## src/rtl/dvd_pkg.sv

```systemverilog
// Shared types and constants for the bouncing-box pixel stage.
package dvd_pkg;

    localparam int unsigned COLOUR_W    = 6;
    localparam int unsigned CIDX_W      = 3;
    localparam int unsigned NUM_COLOURS = 6;

    typedef logic [COLOUR_W-1:0] colour_t;
    typedef logic [CIDX_W-1:0]   cidx_t;

    // Direction of travel along one axis
    typedef enum logic {
        DIR_POS = 1'b0,
        DIR_NEG = 1'b1
    } dir_t;

    localparam colour_t WHITE = 6'b111111;

    // Entry 0 is the rightmost element: red, yellow, green, cyan, blue, magenta
    localparam logic [NUM_COLOURS-1:0][COLOUR_W-1:0] PALETTE = {
        6'b110011,
        6'b000011,
        6'b001111,
        6'b001100,
        6'b111100,
        6'b110000
    };

endpackage

```

## src/rtl/dvd_axis.sv

```systemverilog
// One axis of box motion: steps SPEED per frame tick, reflecting at 0 and LIMIT.
module dvd_axis
    import dvd_pkg::*;
#(
    parameter int unsigned WIDTH = 6,
    parameter int unsigned LIMIT = 36,
    parameter int unsigned SPEED = 1,
    parameter int unsigned INIT  = 0
) (
    input  logic             clk,
    input  logic             rst_n,
    input  logic             tick,
    input  logic             pause,
    output logic [WIDTH-1:0] pos,
    output dir_t             dir,
    output logic             reflect_c
);

    localparam logic [WIDTH:0] LIMIT_W = (WIDTH+1)'(LIMIT);
    localparam logic [WIDTH:0] SPEED_W = (WIDTH+1)'(SPEED);

    logic [WIDTH-1:0] pos_q, pos_d;
    dir_t             dir_q, dir_d;
    logic [WIDTH:0]   pos_w;
    logic [WIDTH:0]   sum_w;
    logic             hit;
    logic             step;

    assign step  = tick & ~pause;
    assign pos_w = {1'b0, pos_q};
    assign sum_w = pos_w + SPEED_W;

    // Next position with clamping at either edge; sum is one bit wider so it never wraps
    always_comb begin
        pos_d = pos_q;
        dir_d = dir_q;
        hit   = 1'b0;
        if (dir_q == DIR_POS) begin
            if (sum_w >= LIMIT_W) begin
                pos_d = WIDTH'(LIMIT);
                dir_d = DIR_NEG;
                hit   = 1'b1;
            end else begin
                pos_d = sum_w[WIDTH-1:0];
            end
        end else begin
            if (pos_w <= SPEED_W) begin
                pos_d = '0;
                dir_d = DIR_POS;
                hit   = 1'b1;
            end else begin
                pos_d = pos_q - WIDTH'(SPEED);
            end
        end
    end

    // Position/direction register, advances only on an unpaused tick
    always_ff @(posedge clk or negedge rst_n) begin
        if (!rst_n) begin
            pos_q <= WIDTH'(INIT);
            dir_q <= DIR_POS;
        end else if (step) begin
            pos_q <= pos_d;
            dir_q <= dir_d;
        end
    end

    assign pos       = pos_q;
    assign dir       = dir_q;
    assign reflect_c = step & hit;

endmodule

```

## src/rtl/dvd_bouncer.sv

```systemverilog
// Bouncing-box pixel colour stage behind the VGA sync generator.
// Optional build macro: DVD_CORNER_FLASH_EN (white flash after a corner hit).
module dvd_bouncer
    import dvd_pkg::*;
#(
    parameter int unsigned H_DISPLAY    = 40,
    parameter int unsigned V_DISPLAY    = 480,
    parameter int unsigned BOX_W        = 4,
    parameter int unsigned BOX_H        = 48,
    parameter int unsigned SPEED_X      = 1,
    parameter int unsigned SPEED_Y      = 8,
    parameter int unsigned X_INIT       = 0,
    parameter int unsigned Y_INIT       = 0,
    parameter int unsigned FLASH_FRAMES = 32
) (
    input  logic       clk,
    input  logic       rst_n,
    input  logic [5:0] hpos,
    input  logic [9:0] vpos,
    input  logic       display_on,
    input  logic       vsync,
    input  logic       pause,
    output logic [5:0] rgb,
    output logic       bounce,
    output logic       corner
);

    localparam int unsigned X_MAX = H_DISPLAY - BOX_W;
    localparam int unsigned Y_MAX = V_DISPLAY - BOX_H;

    logic       vsync_q;
    logic       tick;
    logic [5:0] x_pos;
    logic [9:0] y_pos;
    dir_t       x_dir, y_dir;
    logic       x_reflect, y_reflect;
    logic       any_reflect;
    cidx_t      cidx_q, cidx_d;
    colour_t    rgb_q, rgb_d;
    colour_t    box_colour;
    logic       bounce_q, corner_q;
    logic       in_box;
    logic [6:0] h_w, x_w;
    logic [10:0] v_w, y_w;

    assign tick        = vsync & ~vsync_q;
    assign any_reflect = x_reflect | y_reflect;

    dvd_axis #(.WIDTH(6), .LIMIT(X_MAX), .SPEED(SPEED_X), .INIT(X_INIT)) u_axis_x (
        .clk       (clk),
        .rst_n     (rst_n),
        .tick      (tick),
        .pause     (pause),
        .pos       (x_pos),
        .dir       (x_dir),
        .reflect_c (x_reflect)
    );

    dvd_axis #(.WIDTH(10), .LIMIT(Y_MAX), .SPEED(SPEED_Y), .INIT(Y_INIT)) u_axis_y (
        .clk       (clk),
        .rst_n     (rst_n),
        .tick      (tick),
        .pause     (pause),
        .pos       (y_pos),
        .dir       (y_dir),
        .reflect_c (y_reflect)
    );

`ifdef DVD_CORNER_FLASH_EN
    localparam int unsigned FLASH_W = $clog2(FLASH_FRAMES + 1);
    logic [FLASH_W-1:0] flash_q, flash_d;

    // Corner hit reloads the flash counter; it otherwise counts frames down to zero
    always_comb begin
        flash_d = flash_q;
        if (x_reflect & y_reflect) begin
            flash_d = FLASH_W'(FLASH_FRAMES);
        end else if (tick && (flash_q != '0)) begin
            flash_d = flash_q - FLASH_W'(1);
        end
    end

    // Flash counter register
    always_ff @(posedge clk or negedge rst_n) begin
        if (!rst_n) flash_q <= '0;
        else        flash_q <= flash_d;
    end

    assign box_colour = (flash_q != '0) ? WHITE : PALETTE[cidx_q];
`else
    assign box_colour = PALETTE[cidx_q];
`endif

    // Widened box compares so x+BOX_W / y+BOX_H cannot wrap
    always_comb begin
        h_w    = {1'b0, hpos};
        x_w    = {1'b0, x_pos};
        v_w    = {1'b0, vpos};
        y_w    = {1'b0, y_pos};
        in_box = display_on
               & (h_w >= x_w) & (h_w < x_w + 7'(BOX_W))
               & (v_w >= y_w) & (v_w < y_w + 11'(BOX_H));
        rgb_d  = in_box ? box_colour : '0;
        cidx_d = cidx_q;
        if (any_reflect) begin
            cidx_d = (cidx_q == cidx_t'(NUM_COLOURS - 1)) ? '0 : cidx_q + cidx_t'(1);
        end
    end

    // Output, colour index and vsync edge registers
    always_ff @(posedge clk or negedge rst_n) begin
        if (!rst_n) begin
            vsync_q  <= 1'b1;
            rgb_q    <= '0;
            bounce_q <= 1'b0;
            corner_q <= 1'b0;
            cidx_q   <= '0;
        end else begin
            vsync_q  <= vsync;
            rgb_q    <= rgb_d;
            bounce_q <= any_reflect;
            corner_q <= x_reflect & y_reflect;
            cidx_q   <= cidx_d;
        end
    end

    assign rgb    = rgb_q;
    assign bounce = bounce_q;
    assign corner = corner_q;

endmodule

```

## config.mk

```make
export PLATFORM = sky130hd
export DESIGN_NAME = dvd_bouncer
export DESIGN_NICKNAME = d
export VERILOG_FILES = /design/src/rtl/dvd_pkg.sv /design/src/rtl/dvd_axis.sv /design/src/rtl/dvd_bouncer.sv
export SDC_FILE = /design/constraint.sdc
export NUM_CORES = 1
export LEC_CHECK = 0
export BUFFER_PORTS_ARGS = -buffer_cell sky130_fd_sc_hd__buf_2
export CAP_MARGIN = 20
export CORE_ASPECT_RATIO = 2
export CORE_UTILIZATION = 49
export DETAILED_ROUTE_END_ITERATION = 8
export GPL_TIMING_DRIVEN = 0
export HOLD_SLACK_MARGIN = 0.03
export PLACE_DENSITY = 0.72
export SLEW_MARGIN = 0
export SYNTH_ARGS = -nofsm -noshare
export SYNTH_HDL_FRONTEND = slang
export SYNTH_SLANG_ARGS = --single-unit
```

## constraint.sdc

```tcl
create_clock -name clk -period 2.19 [get_ports clk]
set_input_delay 0.1095 -clock clk [delete_from_list [all_inputs] [get_ports clk]]
set_output_delay 0.1095 -clock clk [all_outputs]
set_load 0.01 [all_outputs]
```

==> summary by stage, run 1 <==
STA
The clock period minus final worst setup slack is 2.191 ns. The clock skew is 0.001819 ns. The final setup slack of the worst path is -0.001347 ns. Setup repair after global routing could not meet its margin everywhere. The share of the clock period used by the worst path is 100.1%. Setup violations remaining at the end of the flow were counted as 1. The final setup TNS is -0.001347 ns. The worst pin sits at a relative slew slack of about two thirds. The max-slew violation count came to 0. The transition at the pin with the smallest max-transition slack is slightly above 0.5 ns. For this run, the top clock speed supported by timing is about 460 MHz. The number of failing hold endpoints at the final stage is 0.

Yosys
The post-synthesis average cell area is between 9 and 10 sq um. When the netlist entered floorplanning its net count stood at 313. The post-synthesis sequential element count is 24.

The number of different library cells in the post-synthesis netlist is between 60 and 70. During synthesis, Yosys emitted a total of 0 warnings. The most used flip-flop cell after synthesis is dfrtp_1.

Of all flip-flops after synthesis, the portion carrying an async set or reset was 100.0%. In this run the cell area of the synthesized design comes to 2327 sq um. The number of enable-type register cells in the synthesized netlist is 0.

The post-synthesis cell count is ~260. The share of the Yosys chip area taken by registers is 25.86%.

Clock tree
The deepest clock path buffer count is 2. In this run the number of H-tree levels came out at 1. The tree built by TritonCTS fans out to 24 sinks.

The total CTS buffers is 3. The clock insertion delay at the later pin of the skew report is about 0.26 ns. The clock tree from TritonCTS is done. Clock-pin slew was measured on the worst setup and hold paths at around 0.080 ns. The tree is rooted in a clkbuf_8.

Layout
The number of inserted diodes is 0. The filler cells instantiated in the layout total 430. The post-route non-filler standard cell count is approximately 350.

Relative to the synthesized area, the layout overhead comes to 19.25%. In the final design database the tool counted roughly 360 nets. The post-route netlist has around 29% of its cells at a drive strength greater than 1.

Floorplanning
The I/O pin count is 29. The core region area is 4598 sq um. The die span in y is slightly below 100 um. The die covers ~5000 sq um. In this run the core area contains 35 standard-cell rows. The starting utilization of the core area is 50.61%. The horizontal extent of the die is roughly 51 um.

GRT
The overall global routing resource usage is between 20% and 30%. The global route total overflow is 0. The number of antenna violations at the first check in global routing is 0.

The largest net degree at the start of global routing is 25. The via count of the first global-routing pass is 2137. The first global-routing pass estimated just over 9000 um of wire.

Power and ir drop
The power density of the placed cells is about 1200 nW/um^2. The logic gate share of total power is about two thirds. The clock power share is a little under a tenth.

The internal power contribution is about 1700 uW. Sequential cells account for 24.3% of the total power. Net switching is between 40% and 50% of the power. Summed over all cells, the static leakage comes to roughly 0.0013 uW. For this design the total switching power over the nets is ~1500 uW. Across the VDD grid, the largest voltage drop is 0.0007246 V.

Setup path
In this run the critical register-to-register path is launched from u_axis_y.pos[4]. Of all nets on the critical path, the largest fanout is 6. Counting cells, the worst reg-to-reg path comes to 9.

The worst setup path is launched from a register. Data arrives at the worst endpoint at approximately 2.4 ns. The required time of the critical path is 2.37 ns. The worst register-to-register path has a setup slack of -0.001 ns.

The endpoint of the worst-slack reg-to-reg timing path is rgb[4]. The critical path is of the reg2reg type. The element type at the critical path end is a register.

Status
The checks that failed: setup timing. The run finished, with violations left.

Routing
Summed over all layers, the routed wires come to 5702 um. After detailed routing, the average wire length per cell comes to roughly 16 um. The post-detailed-route via-to-cell ratio is roughly 5.9.

The pre-antenna-repair detailed-routing pass consisted of 4 iterations. The number of vias after detailed routing is about 2100. The count of nets left with antenna violations once routing finished came out at 0. In the routed design, unresolved DRC markers number 0. After the first detailed-routing iteration, the DRC count stood at 33.

Flow run
The number of maximum-capacitance constraint violations is 0.

Hold path
In this run the worst hold path is classified as in2reg. The path with the worst hold slack has its endpoint at rgb[3]. The source of the worst hold timing path is display_on. Counting instances, the worst hold path has a depth of 4.

Placement
The routability-driven placement congestion ratio is roughly 0.85. The quantity of I/O buffers inserted on ports is 25. The number of cells after detailed placement is 337. The detailed placer's ending HPWL is roughly 4500 um.
==> area by class of cell <==
cell class | count | area (sq um) | area share [%]
Inverter | 21 | 88.84 | 3.201
Timing Repair Buffer | 38 | 227.7 | 8.206
Buffer | 13 | 105.1 | 3.787
Sequential cell | 24 | 606.8 | 21.87
Clock buffer | 4 | 55.05 | 1.984
Tap cell | 55 | 68.82 | 2.480
Multi-Input combinational cell | 199 | 1623 | 58.48
==> registers in the layout (all words and copies together), names as in the netlist, 3 cells and up <==
signal,count
cidx_q,3
rgb,3
u_axis_x.pos,6
u_axis_y.pos,7
==> layer usage <==
layer  vias up  GRT usage [%]  share of wire [%]  wire length, um
li1       1027              -                  -                -
met1       994          22.17                 37             2095
met2        52          47.38                 57             3237
met3        22          1.835                1.7               98
met4         0          16.67                4.7              270
met5         -              0                  0                0
==> worst max-delay path, cell delays in order, from the launching register on <==
cell and delay (ns):
dfrtp_2 0.47, inv_4 0.08, ha_4 0.19, nor3_4 0.13
xnor2_1 0.14, ha_1 0.27, a211o_1 0.27, o221ai_2 0.15
o2111ai_2 0.19, nor3_1 0.22
==> per-stage QoR <==
stage          setup slack [ns]  hold WS [ns]  total power [uW]  utilization (%)  cell area (sq um)
6_report              -0.001347        0.2675              3266            60.35               2775
5_1_grt                -0.08968        0.2907              3526            60.35               2775
4_1_cts                -0.02265        0.2646              3149            58.39               2685
3_5_place_dp            -0.3270        0.1194              2698            54.99               2529
3_3_place_gp            -0.3243        0.1155              2651            54.99               2529
2_1_floorplan           0.01900       -0.1861              2222                -               2335
==> cell usage after synthesis (all sizes together), types with 2 or more instances <==
cell type  instances  area share [%]
a32oi              2            0.75
inv               20             3.2
clkbuf             6             1.8
xor2               3             1.1
nor4               4             1.3
nand3             10             2.4
nor3               9             1.9
o2111ai            3             1.1
nor2b              2            0.54
o221ai             2            0.75
nor2              14             2.3
a21o               4             1.3
a31oi              4             1.1
o32ai              2             1.6
a21oi             15             3.9
o2bb2ai            2            0.75
o22ai              2            0.54
o21a               5             1.6
nand2b             2            0.54
ha                35              19
buf                6             2.0
nand3b             2            0.64
o31ai              2             1.5
and2               4             1.1
o21ai             25             5.5
nand2             14             2.4
xnor2              8             3.3
o211ai             4             1.5
a22o               3             1.1
dfrtp             23              25
==> worst max-delay path by stage <==
stage                     depth (start not counted)            start  slack (ns)      to
after floorplan                                  10  u_axis_y.pos[5]        0.02  rgb[3]
after CTS                                         9  u_axis_y.pos[5]       -0.02  rgb[3]
final                                             9  u_axis_y.pos[4]      -0.001  rgb[4]
after detailed placement                          9  u_axis_y.pos[4]       -0.33  rgb[3]
after global routing                              9  u_axis_y.pos[4]       -0.09  rgb[1]
after global placement                            9  u_axis_y.pos[4]       -0.32  rgb[3]
==> cell families after synthesis <==
| kind of cell | Yosys count | synth area share (%) |
|---|---|---|
| DFF | 24 | 25.86 |
| and+or+nand+nor | 67 | 15.22 |
| buffers and inverters | 34 | 7.849 |
| AOI/OAI and AO/OA | 84 | 26.72 |
| muxes | 2 | 1.075 |
| xor gates and xnor gates | 11 | 4.463 |
| adders and majority gates | 35 | 18.82 |
==> power groups by stage <==
stage | logic [uW] | clock network (uW) | registers, uW
finish | 2180 | 296 | 793
global route | 2390 | 317 | 816
CTS | 2050 | 307 | 788
detailed placement | 1920 | 0 | 782
global placement | 1870 | 0 | 780
floorplan | 1490 | 0 | 735
==> placed cells by master, fill, tap and decap left out, types with 2 or more instances in the layout <==
master	netlist	layout
o2bb2ai_1	2	2
clkbuf_8	2	6
clkbuf_1	4	4
nand2_2	1	2
o21ai_0	11	9
nand3b_1	2	2
xnor2_1	7	7
nand3_1	9	9
nor3_1	9	8
o21a_1	5	5
nor2b_1	2	2
a21o_1	4	4
xor2_1	3	3
and2_1	4	4
buf_4	4	15
dlygate4sd3_1	0	2
dfrtp_1	23	19
a32oi_1	2	2
o21ai_2	1	2
o211ai_1	3	3
ha_1	35	31
a21oi_1	13	13
inv_1	16	14
nor4_2	1	2
a31oi_1	4	4
ha_2	0	3
o22ai_1	2	2
nand2_1	13	12
o2111ai_2	0	2
dfrtp_2	0	4
nand2b_1	2	2
a22o_1	3	3
o21ai_1	13	14
inv_2	4	4
nor4_1	3	2
inv_4	0	2
buf_2	1	25
nor2_1	14	14
buf_6	1	2
==> what timing repair did <==
item                                    CTS  global route
pin swaps                                 5             5
endpoints found under the hold margin    24             0
buffers inserted                          5             6
endpoints found under the setup margin    8            10
gates resized for setup                  11            13
hold buffers                              2             0
(Power assumes the default switching activity.)
==> run 2: changes to the inputs <==
Settings changed: BUFFER_PORTS_ARGS -buffer_cell sky130_fd_sc_hd__buf_2 to default, DONT_BUFFER_PORTS from default to 1, PLACE_DENSITY 0.72 to 0.66.
==> run 2 against run 1 <==
  * The flow still finishes with violations (setup timing)
  * Critical endpoint is now cidx_q[1]
  * Largest cell class unchanged
  * Critical path type unchanged
  * Via count shrank 4.5%
  * Die area is the same
  * Clock-buffer cell count is the same
  * Combinational power grew 4%
  * Clock power shrank 8.1%
  * Critical path depth shrank 1
  * Maximum frequency shrank 0.16%
  * Flip-flop and latch count is the same
==> summary by stage, run 2 (same netlist as run 1, synthesis figures left out) <==
Setup path
The type of element launching the critical path is a register (unchanged). The peak fanout along the critical path is 5 (was 6). The category of the most critical setup path is reg2reg (unchanged). The required time of the critical path is 2.35 ns (was 2.37 ns). The arrival time at the worst endpoint came to 2.36 ns (was 2.38 ns). The element type at the critical path end is a register (unchanged).

Layout
The final net count came to 332 (was 356). The post-synthesis to final-layout area growth is 16.24% (was 19.25%). The share of cells above drive strength 1 came to 24.73% (was 29.43%). The number of flip-flops in the largest register is 7 (unchanged).

The most common cell after layout, fill and taps aside is ha_1 (unchanged). The share of the core filled with cells in the final layout was 58.83% (was 60.35%). Highest-count cells in the layout ignoring fill and taps: ha_1 (30), dfrtp_1 (19), inv_1 (14), buf_4 (14), o21ai_1 (14) (was ha_1 (31), buf_2 (25), dfrtp_1 (19), buf_4 (15)). The number of inserted diodes was 0 (unchanged).

Floorplanning
The I/O pin count is 29 (unchanged). The number of core rows came to 35 (unchanged). The horizontal extent of the die is 50.73 um (unchanged).

The die span in y is 99.46 um (unchanged). The core region area is 4598 sq um (unchanged). The area enclosed by the die boundary is 5046 sq um (unchanged). The starting utilization of the core area is 50.61% (unchanged).

Status
Result of the run: finished, violations left (unchanged). Violations in the final reports: setup timing (unchanged).

Routing
The wire length per cell after detailed routing is 17.32 um (was 16.11 um). The post-detailed-route via-to-cell ratio is 6.064 (was 5.918). The count of nets left with antenna violations after detail routing is 0 (unchanged). The number of vias after detailed routing was 2001 (was 2095). The first-pass detailed-route iteration total was 4 (unchanged).

The DRC violation count after routing is 0 (unchanged). The final routed wirelength across all metal layers is 5715 um (was 5702 um). The initial detailed-routing violation count came to 23 (was 33).

STA
The clock skew is 0.004227 ns (was 0.001819 ns). The final setup slack of the worst path is -0.004821 ns (was -0.001347 ns). The worst hold margin was 0.1515 ns (was 0.2675 ns).

The number of failing hold endpoints at the final stage is 0 (unchanged). The transition at the pin with the smallest max-transition slack is 0.4996 ns (was 0.5193 ns). The max-slew violation count is 0 (unchanged). The final setup TNS is -0.004821 ns (was -0.001347 ns). The final setup violation count is 1 (unchanged). The share of the clock period used by the worst path is 100.2% (was 100.1%). The clock period minus final worst setup slack is 2.195 ns (was 2.191 ns).

Unrepaired setup endpoints after global routing: true (unchanged). The worst slew slack as a fraction of its limit is 66.69% (was 65.38%). The top achievable clock speed came to 455.6 MHz (was 456.3 MHz).

Clock tree
The deepest clock path buffer count is 2 (unchanged). The clock net sink count is 24 (unchanged). The clock transition at the registers of the reported paths was 0.08 ns (about the same). The H-tree level count came to 1 (unchanged). The total CTS buffers was 3 (unchanged).

The clock tree root buffer cell was clkbuf_8 (unchanged). The clock insertion delay at the later pin of the skew report is 0.27 ns (was 0.26 ns). The clock tree from TritonCTS is done (unchanged).

Placement
The routability-driven placement congestion ratio was 0.8412 (was 0.8495). The detailed placer's ending HPWL came to 4417 um (was 4510 um). The quantity of I/O buffers inserted on ports came to 0 (was 25). The pre-CTS setup slack was -0.2374 ns (was -0.3270 ns).

GRT
The largest net degree at the start of global routing is 25 (unchanged). The global route total overflow is 0 (unchanged). The number of antenna violations at the first check in global routing is 0 (unchanged). The global-route wire length before repair is 9142 um (was 9232 um).

The overall global routing resource usage is 24.46% (was 24.25%). The via count of the first global-routing pass is 2010 (was 2137).

Power and ir drop
The leakage power summed over all cells is 0.001174 uW (was 0.001268 uW). The power density of the placed cells was 1232 nW/um^2 (was 1177 nW/um^2). The peak ir drop on the vdd network was 0.0007317 V (was 0.0007246 V). The total power is 3334 uW (was 3266 uW).

Flow run
The number of maximum-capacitance constraint violations is 0 (unchanged).

Hold path
The classification of the worst-slack hold path is in2reg (unchanged).
==> run 2: path summary, 6_finish.rpt <==
path                                 startpoint         endpoint  slack [ns]  depth (start not counted)
worst max-delay path            u_axis_y.pos[4]        cidx_q[1]      -0.005                          8
worst min-delay path                      vsync           bounce        0.15                          2
worst max register to register  u_axis_y.pos[4]        cidx_q[1]      -0.005                          8
worst min register to register        cidx_q[2]           rgb[3]        0.52                          1
max in group asynchronous                 rst_n          vsync_q        1.71                          2
min in group asynchronous                 rst_n  u_axis_y.pos[5]        0.25                          2
==> run 2: worst max-delay path, stage by stage, from the launching register on <==
cell,delay (ns)
dfrtp_2,0.45
buf_6,0.12
ha_4,0.14
nand4_1,0.18
xnor2_2,0.22
o32ai_4,0.40
o2111ai_2,0.17
o21ai_2,0.09
mux2_4,0.31
==> run 2: cell type report <==
class	count	area (sq um)
repair buffers	14	126.4
fillers	408	1893
clock buffers	4	45.04
well taps	55	68.82
flip-flops and latches	24	606.8
inverters	21	88.84
plain buffers	13	105.1
multi-input cells	199	1664
==> run 2: per-stage QoR <==
step | area (sq um) | std cells
floorplan | 2335 | 257
global route | 2705 | 330
finish | 2705 | 330
detailed placement | 2404 | 312
CTS | 2571 | 322
global placement | 2404 | 312
==> run 2: power by group <==
group	switching (uW)	total, uW	internal, uW
Clock	142	272	130
Sequential	206	800	594
Combinational	1240	2260	1020
Total	1590	3330	1750
==> run 2: timing repair <==
action,4_1_cts,5_1_grt
hold buffers,3,0
hold endpoints to repair,25,0
gates resized for setup,14,18
setup buffers,3,8
pin swaps,4,8
endpoints found under the setup margin,8,8
==> run 2: metal layers <==
| metal | vias to the layer above | global-route usage [%] | wire length, um |
|---|---|---|---|
| met2 | 47 | 47.08 | 3310 |
| met5 | - | 0 | 0 |
| met3 | 20 | 1.835 | 117 |
| met4 | 0 | 14.53 | 246 |
| li1 | 983 | - | - |
| met1 | 951 | 24.06 | 2041 |
